--- src/rtl/wb_pkg.sv ---
// Shared definitions for the writeback/commit stage and the difftest harness.
package wb_pkg;

  localparam int unsigned LANES_DEF     = 2;
  localparam int unsigned REG_IDX_W_DEF = 5;
  localparam int unsigned XLEN_DEF      = 32;
  localparam int unsigned CNT_W_DEF     = 64;
  localparam int unsigned PC_W          = 32;

  // Trap cause held in the sticky trap register.
  localparam logic [1:0] TRAP_NONE = 2'd0;
  localparam logic [1:0] TRAP_HALT = 2'd1;

  // One lane of the commit trace as seen by the difftest wrapper.
  typedef struct packed {
    logic                     valid;
    logic                     wen;
    logic [REG_IDX_W_DEF-1:0] wdest;
    logic [XLEN_DEF-1:0]      wdata;
    logic [PC_W-1:0]          pc;
  } cmt_rec_t;

  // Lane-field slicing for the default lane geometry.
  function automatic logic [REG_IDX_W_DEF-1:0] lane_rd(
    input logic [LANES_DEF*REG_IDX_W_DEF-1:0] v, input int unsigned k);
    return v[k*REG_IDX_W_DEF +: REG_IDX_W_DEF];
  endfunction

  function automatic logic [XLEN_DEF-1:0] lane_data(
    input logic [LANES_DEF*XLEN_DEF-1:0] v, input int unsigned k);
    return v[k*XLEN_DEF +: XLEN_DEF];
  endfunction

  function automatic logic [PC_W-1:0] lane_pc(
    input logic [LANES_DEF*PC_W-1:0] v, input int unsigned k);
    return v[k*PC_W +: PC_W];
  endfunction

endpackage

--- src/rtl/writeback_commit_mask.sv ---
// Intra-group hazard resolution: which lanes commit and which regfile writes survive.
module writeback_commit_mask
  import wb_pkg::*;
#(
  parameter int unsigned LANES     = LANES_DEF,
  parameter int unsigned REG_IDX_W = REG_IDX_W_DEF
) (
  input  logic                       fire,
  input  logic [LANES-1:0]           r_valid,
  input  logic [LANES-1:0]           r_excp,
  input  logic [LANES-1:0]           r_halt,
  input  logic [LANES-1:0]           r_we,
  input  logic [LANES*REG_IDX_W-1:0] r_rd,
  output logic [LANES-1:0]           live,
  output logic [LANES-1:0]           ret,
  output logic [LANES-1:0]           reg_we
);

  logic blocked;
  logic shadowed;

  // Live lanes stop after the oldest excepting/halting lane; younger same-rd writes shadow older ones.
  always_comb begin
    live     = '0;
    ret      = '0;
    reg_we   = '0;
    blocked  = 1'b0;
    shadowed = 1'b0;
    for (int unsigned k = 0; k < LANES; k++) begin
      live[k] = fire & r_valid[k] & ~blocked;
      if (r_valid[k] & (r_excp[k] | r_halt[k])) blocked = 1'b1;
      ret[k] = live[k] & ~r_excp[k];
    end
    for (int unsigned k = 0; k < LANES; k++) begin
      shadowed = 1'b0;
      for (int unsigned j = k + 1; j < LANES; j++) begin
        if (ret[j] & r_we[j] &
            (r_rd[j*REG_IDX_W +: REG_IDX_W] == r_rd[k*REG_IDX_W +: REG_IDX_W]))
          shadowed = 1'b1;
      end
      reg_we[k] = ret[k] & r_we[k] & (r_rd[k*REG_IDX_W +: REG_IDX_W] != '0) & ~shadowed;
    end
  end

endmodule

--- src/rtl/writeback_multi.sv ---
// N-lane writeback/commit stage with counters, sticky halt trap and commit trace.
module writeback_multi
  import wb_pkg::*;
#(
  parameter int unsigned LANES     = LANES_DEF,
  parameter int unsigned REG_IDX_W = REG_IDX_W_DEF,
  parameter int unsigned XLEN      = XLEN_DEF,
  parameter int unsigned CNT_W     = CNT_W_DEF
) (
  input  logic                       clk,
  input  logic                       rst_n,
  input  logic                       flush_i,
  input  logic                       stall_i,
  output logic                       stall_o,
  input  logic [LANES-1:0]           in_valid,
  input  logic [LANES-1:0]           in_we,
  input  logic [LANES*REG_IDX_W-1:0] in_rd,
  input  logic [LANES*XLEN-1:0]      in_wdata,
  input  logic [LANES*PC_W-1:0]      in_pc,
  input  logic [LANES-1:0]           in_excp,
  input  logic [LANES-1:0]           in_halt,
  output logic [LANES-1:0]           reg_we,
  output logic [LANES*REG_IDX_W-1:0] reg_idx,
  output logic [LANES*XLEN-1:0]      reg_data,
  output logic [LANES-1:0]           cmt_valid,
  output logic [LANES-1:0]           cmt_wen,
  output logic [LANES*REG_IDX_W-1:0] cmt_wdest,
  output logic [LANES*XLEN-1:0]      cmt_wdata,
  output logic [LANES*PC_W-1:0]      cmt_pc,
  output logic                       cmt_excp,
  output logic                       trap,
  output logic [PC_W-1:0]            trap_pc,
  output logic [CNT_W-1:0]           cycle_cnt,
  output logic [CNT_W-1:0]           instr_cnt
);

  logic [LANES-1:0]           r_valid;
  logic [LANES-1:0]           r_we;
  logic [LANES*REG_IDX_W-1:0] r_rd;
  logic [LANES*XLEN-1:0]      r_wdata;
  logic [LANES*PC_W-1:0]      r_pc;
  logic [LANES-1:0]           r_excp;
  logic [LANES-1:0]           r_halt;

  logic [1:0]       trap_code;
  logic             fire;
  logic [LANES-1:0] live;
  logic [LANES-1:0] ret;
  logic             halt_hit;
  logic [PC_W-1:0]  halt_pc;
  logic [CNT_W-1:0] ret_cnt;

  assign stall_o  = stall_i;
  assign trap     = (trap_code != TRAP_NONE);
  assign fire     = ~stall_i & ~trap;
  assign reg_idx  = r_rd;
  assign reg_data = r_wdata;

  // Stage register: flush empties the stage, otherwise load unless stalled.
  always_ff @(posedge clk or negedge rst_n) begin
    if (!rst_n) begin
      r_valid <= '0;
      r_we    <= '0;
      r_rd    <= '0;
      r_wdata <= '0;
      r_pc    <= '0;
      r_excp  <= '0;
      r_halt  <= '0;
    end else if (flush_i) begin
      r_valid <= '0;
    end else if (!stall_i) begin
      r_valid <= in_valid;
      r_we    <= in_we;
      r_rd    <= in_rd;
      r_wdata <= in_wdata;
      r_pc    <= in_pc;
      r_excp  <= in_excp;
      r_halt  <= in_halt;
    end
  end

  writeback_commit_mask #(
    .LANES     (LANES),
    .REG_IDX_W (REG_IDX_W)
  ) u_mask (
    .fire    (fire),
    .r_valid (r_valid),
    .r_excp  (r_excp),
    .r_halt  (r_halt),
    .r_we    (r_we),
    .r_rd    (r_rd),
    .live    (live),
    .ret     (ret),
    .reg_we  (reg_we)
  );

  // Retire count and PC of the (single possible) retiring halt lane.
  always_comb begin
    ret_cnt  = '0;
    halt_hit = 1'b0;
    halt_pc  = '0;
    for (int unsigned k = 0; k < LANES; k++) begin
      ret_cnt = ret_cnt + CNT_W'(ret[k]);
      if (!halt_hit && ret[k] && r_halt[k]) begin
        halt_hit = 1'b1;
        halt_pc  = r_pc[k*PC_W +: PC_W];
      end
    end
  end

  // Counters and sticky trap; counting stops once the trap is taken.
  always_ff @(posedge clk or negedge rst_n) begin
    if (!rst_n) begin
      cycle_cnt <= '0;
      instr_cnt <= '0;
      trap_code <= TRAP_NONE;
      trap_pc   <= '0;
    end else begin
      if (!trap) cycle_cnt <= cycle_cnt + CNT_W'(1);
      instr_cnt <= instr_cnt + ret_cnt;
      if (halt_hit) begin
        trap_code <= TRAP_HALT;
        trap_pc   <= halt_pc;
      end
    end
  end

  // Registered commit trace for the difftest harness.
  always_ff @(posedge clk or negedge rst_n) begin
    if (!rst_n) begin
      cmt_valid <= '0;
      cmt_wen   <= '0;
      cmt_wdest <= '0;
      cmt_wdata <= '0;
      cmt_pc    <= '0;
      cmt_excp  <= 1'b0;
    end else begin
      cmt_valid <= live;
      cmt_wen   <= reg_we;
      cmt_wdest <= r_rd;
      cmt_wdata <= r_wdata;
      cmt_pc    <= r_pc;
      cmt_excp  <= |(live & r_excp);
    end
  end

endmodule

--- config.mk ---
export PLATFORM = sky130hd
export DESIGN_NAME = writeback_multi
export DESIGN_NICKNAME = d
export VERILOG_FILES = /design/src/rtl/wb_pkg.sv /design/src/rtl/writeback_commit_mask.sv /design/src/rtl/writeback_multi.sv
export SDC_FILE = /design/constraint.sdc
export NUM_CORES = 1
export LEC_CHECK = 0
export CAP_MARGIN = 20
export CORE_AREA = 3 3 203 205
export DETAILED_ROUTE_END_ITERATION = 16
export DIE_AREA = 0 0 206 208
export PLACE_DENSITY = 0.73
export SLEW_MARGIN = 20
export SYNTH_ARGS = -nofsm -noshare
export SYNTH_HDL_FRONTEND = slang
export SYNTH_SLANG_ARGS = --single-unit
--- constraint.sdc ---
create_clock -name clk -period 6.2 [get_ports clk]
set_input_delay 1.24 -clock clk [delete_from_list [all_inputs] [get_ports clk]]
set_output_delay 1.24 -clock clk [all_outputs]
set_load 0.02 [all_outputs]
==> flow_summary.json <==
{
  "slowest_stage": "clkdlybuf4s50_1",
  "dieArea_mm2": 0.0428,
  "pwr-share-comb": 0.213,
  "ant_nets": 0,
  "wl_um": 48200,
  "critPathMaxFanout": 6,
  "cts_buffer_depth": 3,
  "r2r-end": "instr_cnt[50]",
  "swShare": 0.280,
  "placedCellCount": 2167,
  "drt_first_pass_iters": 4,
  "fin_crit_sh": 0.796,
  "grt_pass1_vias": 11900,
  "setup.worst_path.start": "stall_i",
  "p_leak_nw": 10.5,
  "cp.depth": 6,
  "dpl_worst_slack_ps": 1090,
  "mostFrequentLayoutCells": "529 x clkdlybuf4s50_1, 450 x dfrtp_1, 145 x mux2_2",
  "max_slew.worst_pin.slew_ps": 928,
  "yosysWarnings": 0,
  "die_w_um": 206,
  "maxCapViolCount": 0,
  "clk_pin_slew_ps": 60,
  "wl_per_cell_um": 21.4,
  "grt_max_degree": 151,
  "hp-class": "reg2reg",
  "reg2reg_depth": 11,
  "syn-mean-instance-area_um2": 14.5,
  "required_ps": 4960,
  "path_cells": "clkdlybuf4s50_1, nor3b_1, nor2b_1, o211ai_1, a31oi_1, clkdlybuf4s50_1",
  "clkLatencyLatePin_ps": 570,
  "p_int_mw": 5.99,
  "cts_made_buffers": 47,
  "cpPeakStageDelay_ps": 690,
  "start_kind": "input pin",
  "setup_viol": 0,
  "synth_edf_count": 0,
  "via_count": 11300,
  "fin_util": 0.606,
  "gp_congestion": 0.850,
  "port_buffers": 530,
  "post_cts_buffers": 0,
  "drtIter0Drc": 701,
  "timing.reg2reg.setup_slack_ps": 2460,
  "cts_hold_buf": 0,
  "area_growth_pct": 46.1,
  "outcome": "finished clean",
  "slew_violations": 0,
  "final_common_cell": "clkdlybuf4s50_1",
  "clock_power_share": 0.350,
  "num_io_pins": 531,
  "timing.rr.start": "trap_code[0]",
  "cp_top_family": "buffers and inverters",
  "vias_per_cell": 5.03,
  "p_sw_mw": 2.33,
  "power_frac_seq": 0.437,
  "antenna_found_initial": 1,
  "cts_tree": "built",
  "hold_ws_ps": 395,
  "worstSetupPathType": "in2out",
  "track_usage": 0.222,
  "synthesis.nets": 1289,
  "ys_dominant_reg_cell": "dfrtp_1",
  "core_area_mm2": 0.0396,
  "synth-seq-cells": 450,
  "synthCells": 1136,
  "cp-end-kind": "output port",
  "max-slew-margin-rel": 0.381,
  "crit_buf_inv": 2,
  "synth.distinct_cells": 44,
  "finish.net_count": 1844,
  "setup_tns_ps": 0,
  "start_util": 0.415,
  "num_rows": 73,
  "worstHoldStart": "r_pc[37]",
  "die_h_um": 208,
  "synthArstFlopShare": 1.00,
  "arrival_ps": 3690,
  "cts-htree-levels": 2,
  "fin_skew_ps": 21.6,
  "nFillCells": 3044,
  "endpoint": "reg_we[0]",
  "clockRootBuffer": "clkbuf_16",
  "hold_path_depth": 0,
  "ir_drop_v": 0.000297,
  "multi_input_area_mm2": 0.00499,
  "antennaDiodeCount": 0,
  "seq_area_mm2": 0.0113,
  "grt_first_pass_wirelength_um": 72800,
  "overflow": 0,
  "rsz0062_at_grt": "false",
  "clock_sinks": 450,
  "setup_ws_ps": 1270,
  "synth-seq-area-share": 0.685,
  "ctsResizeCount": 0,
  "fmax_ghz": 0.203,
  "drive_gt1_frac": 0.147,
  "stdcell_count": 2252,
  "period_needed_ps": 4930,
  "hpwl_um": 35800,
  "p_per_area_mw_per_mm2": 346,
  "hold_violations": 0,
  "netlist_area_mm2": 0.0165,
  "drc_errors": 0,
  "crit_top_cell": "clkdlybuf4s50_1"
}
==> power by group through the flow <==
stage / combinational [mW] / clock (mW) / sequential (mW)
after floorplan: 0.311 / 0 / 4.05
after global placement: 1.78 / 0 / 3.67
after detailed placement: 1.80 / 0 / 3.69
after CTS: 1.80 / 2.98 / 3.64
after global routing: 1.85 / 3.10 / 3.69
final: 1.77 / 2.91 / 3.63
==> state kept, by name, summed over array words and instances, names as in the netlist, 2 cells and up <==
register / cells
r_halt: 2
instr_cnt: 64
cmt_pc: 64
cmt_valid: 2
r_we: 2
r_pc: 64
r_valid: 2
cmt_wdest: 10
reg_idx: 10
trap_pc: 32
cmt_wen: 2
cmt_wdata: 64
r_excp: 2
reg_data: 64
cycle_cnt: 64
==> per-layer routing <==
layer  global-route usage  vias to the layer above  part of all wire
li1                     -                     5090                 -
met1                0.259                     5787              0.38
met3               0.0834                       55             0.093
met2                0.387                      400              0.51
met4               0.0531                        2             0.017
met5                    0                        -           0.00033
==> metrics by stage <==
step | area, um2 | total power, mW
2_1_floorplan | 16500 | 4.36
3_3_place_gp | 22400 | 5.45
3_5_place_dp | 22400 | 5.48
4_1_cts | 24000 | 8.42
5_1_grt | 24000 | 8.64
6_report | 24000 | 8.32
==> cell usage after synthesis (all sizes together), types with 4 or more instances <==
cell	instances	area share
and2	5	0.0019
mux2	145	0.099
xnor2	70	0.037
a21o	32	0.015
and4	8	0.0043
nand4	36	0.014
dfrtp	450	0.68
nand2	57	0.013
nor4	22	0.014
inv	23	0.0052
xor2	60	0.032
nor2	47	0.011
nor3	31	0.0094
a22o	33	0.018
and3	7	0.0027
or4	6	0.0032
clkbuf	29	0.0066
or3	4	0.0015
nand3	48	0.015
==> worst min path at each step <==
| stage | to | slack, ps |
|---|---|---|
| final | cmt_pc[37] | 400 |
| after CTS | cmt_pc[28] | 400 |
| after global routing | cmt_wdata[27] | 410 |
| after detailed placement | cmt_wdata[13] | 380 |
| after global placement | cmt_wdata[6] | 380 |
| after floorplan | cmt_pc[0] | 370 |
==> final cells by class <==
| type | count | area share |
|---|---|---|
| multi-input cells | 631 | 0.208 |
| flip-flops and latches | 450 | 0.469 |
| clock inverters | 17 | 0.00895 |
| well taps | 525 | 0.0273 |
| repair buffers | 538 | 0.225 |
| inverters | 23 | 0.00359 |
| clock buffers | 68 | 0.0589 |
==> logic make-up (layout without fill, tap and decap cells) <==
kind of cell    after synthesis  after routing  share of synthesized area
simple gates                282            282                     0.0964
flops                       450            450                      0.685
xor+xnor                    130            130                     0.0692
fa+ha+maj                     3              3                    0.00274
buf+inv                      55            646                     0.0131
mux                         147            147                      0.100
compound gates               69             69                     0.0336
Power figures use the tool's default switching activity.
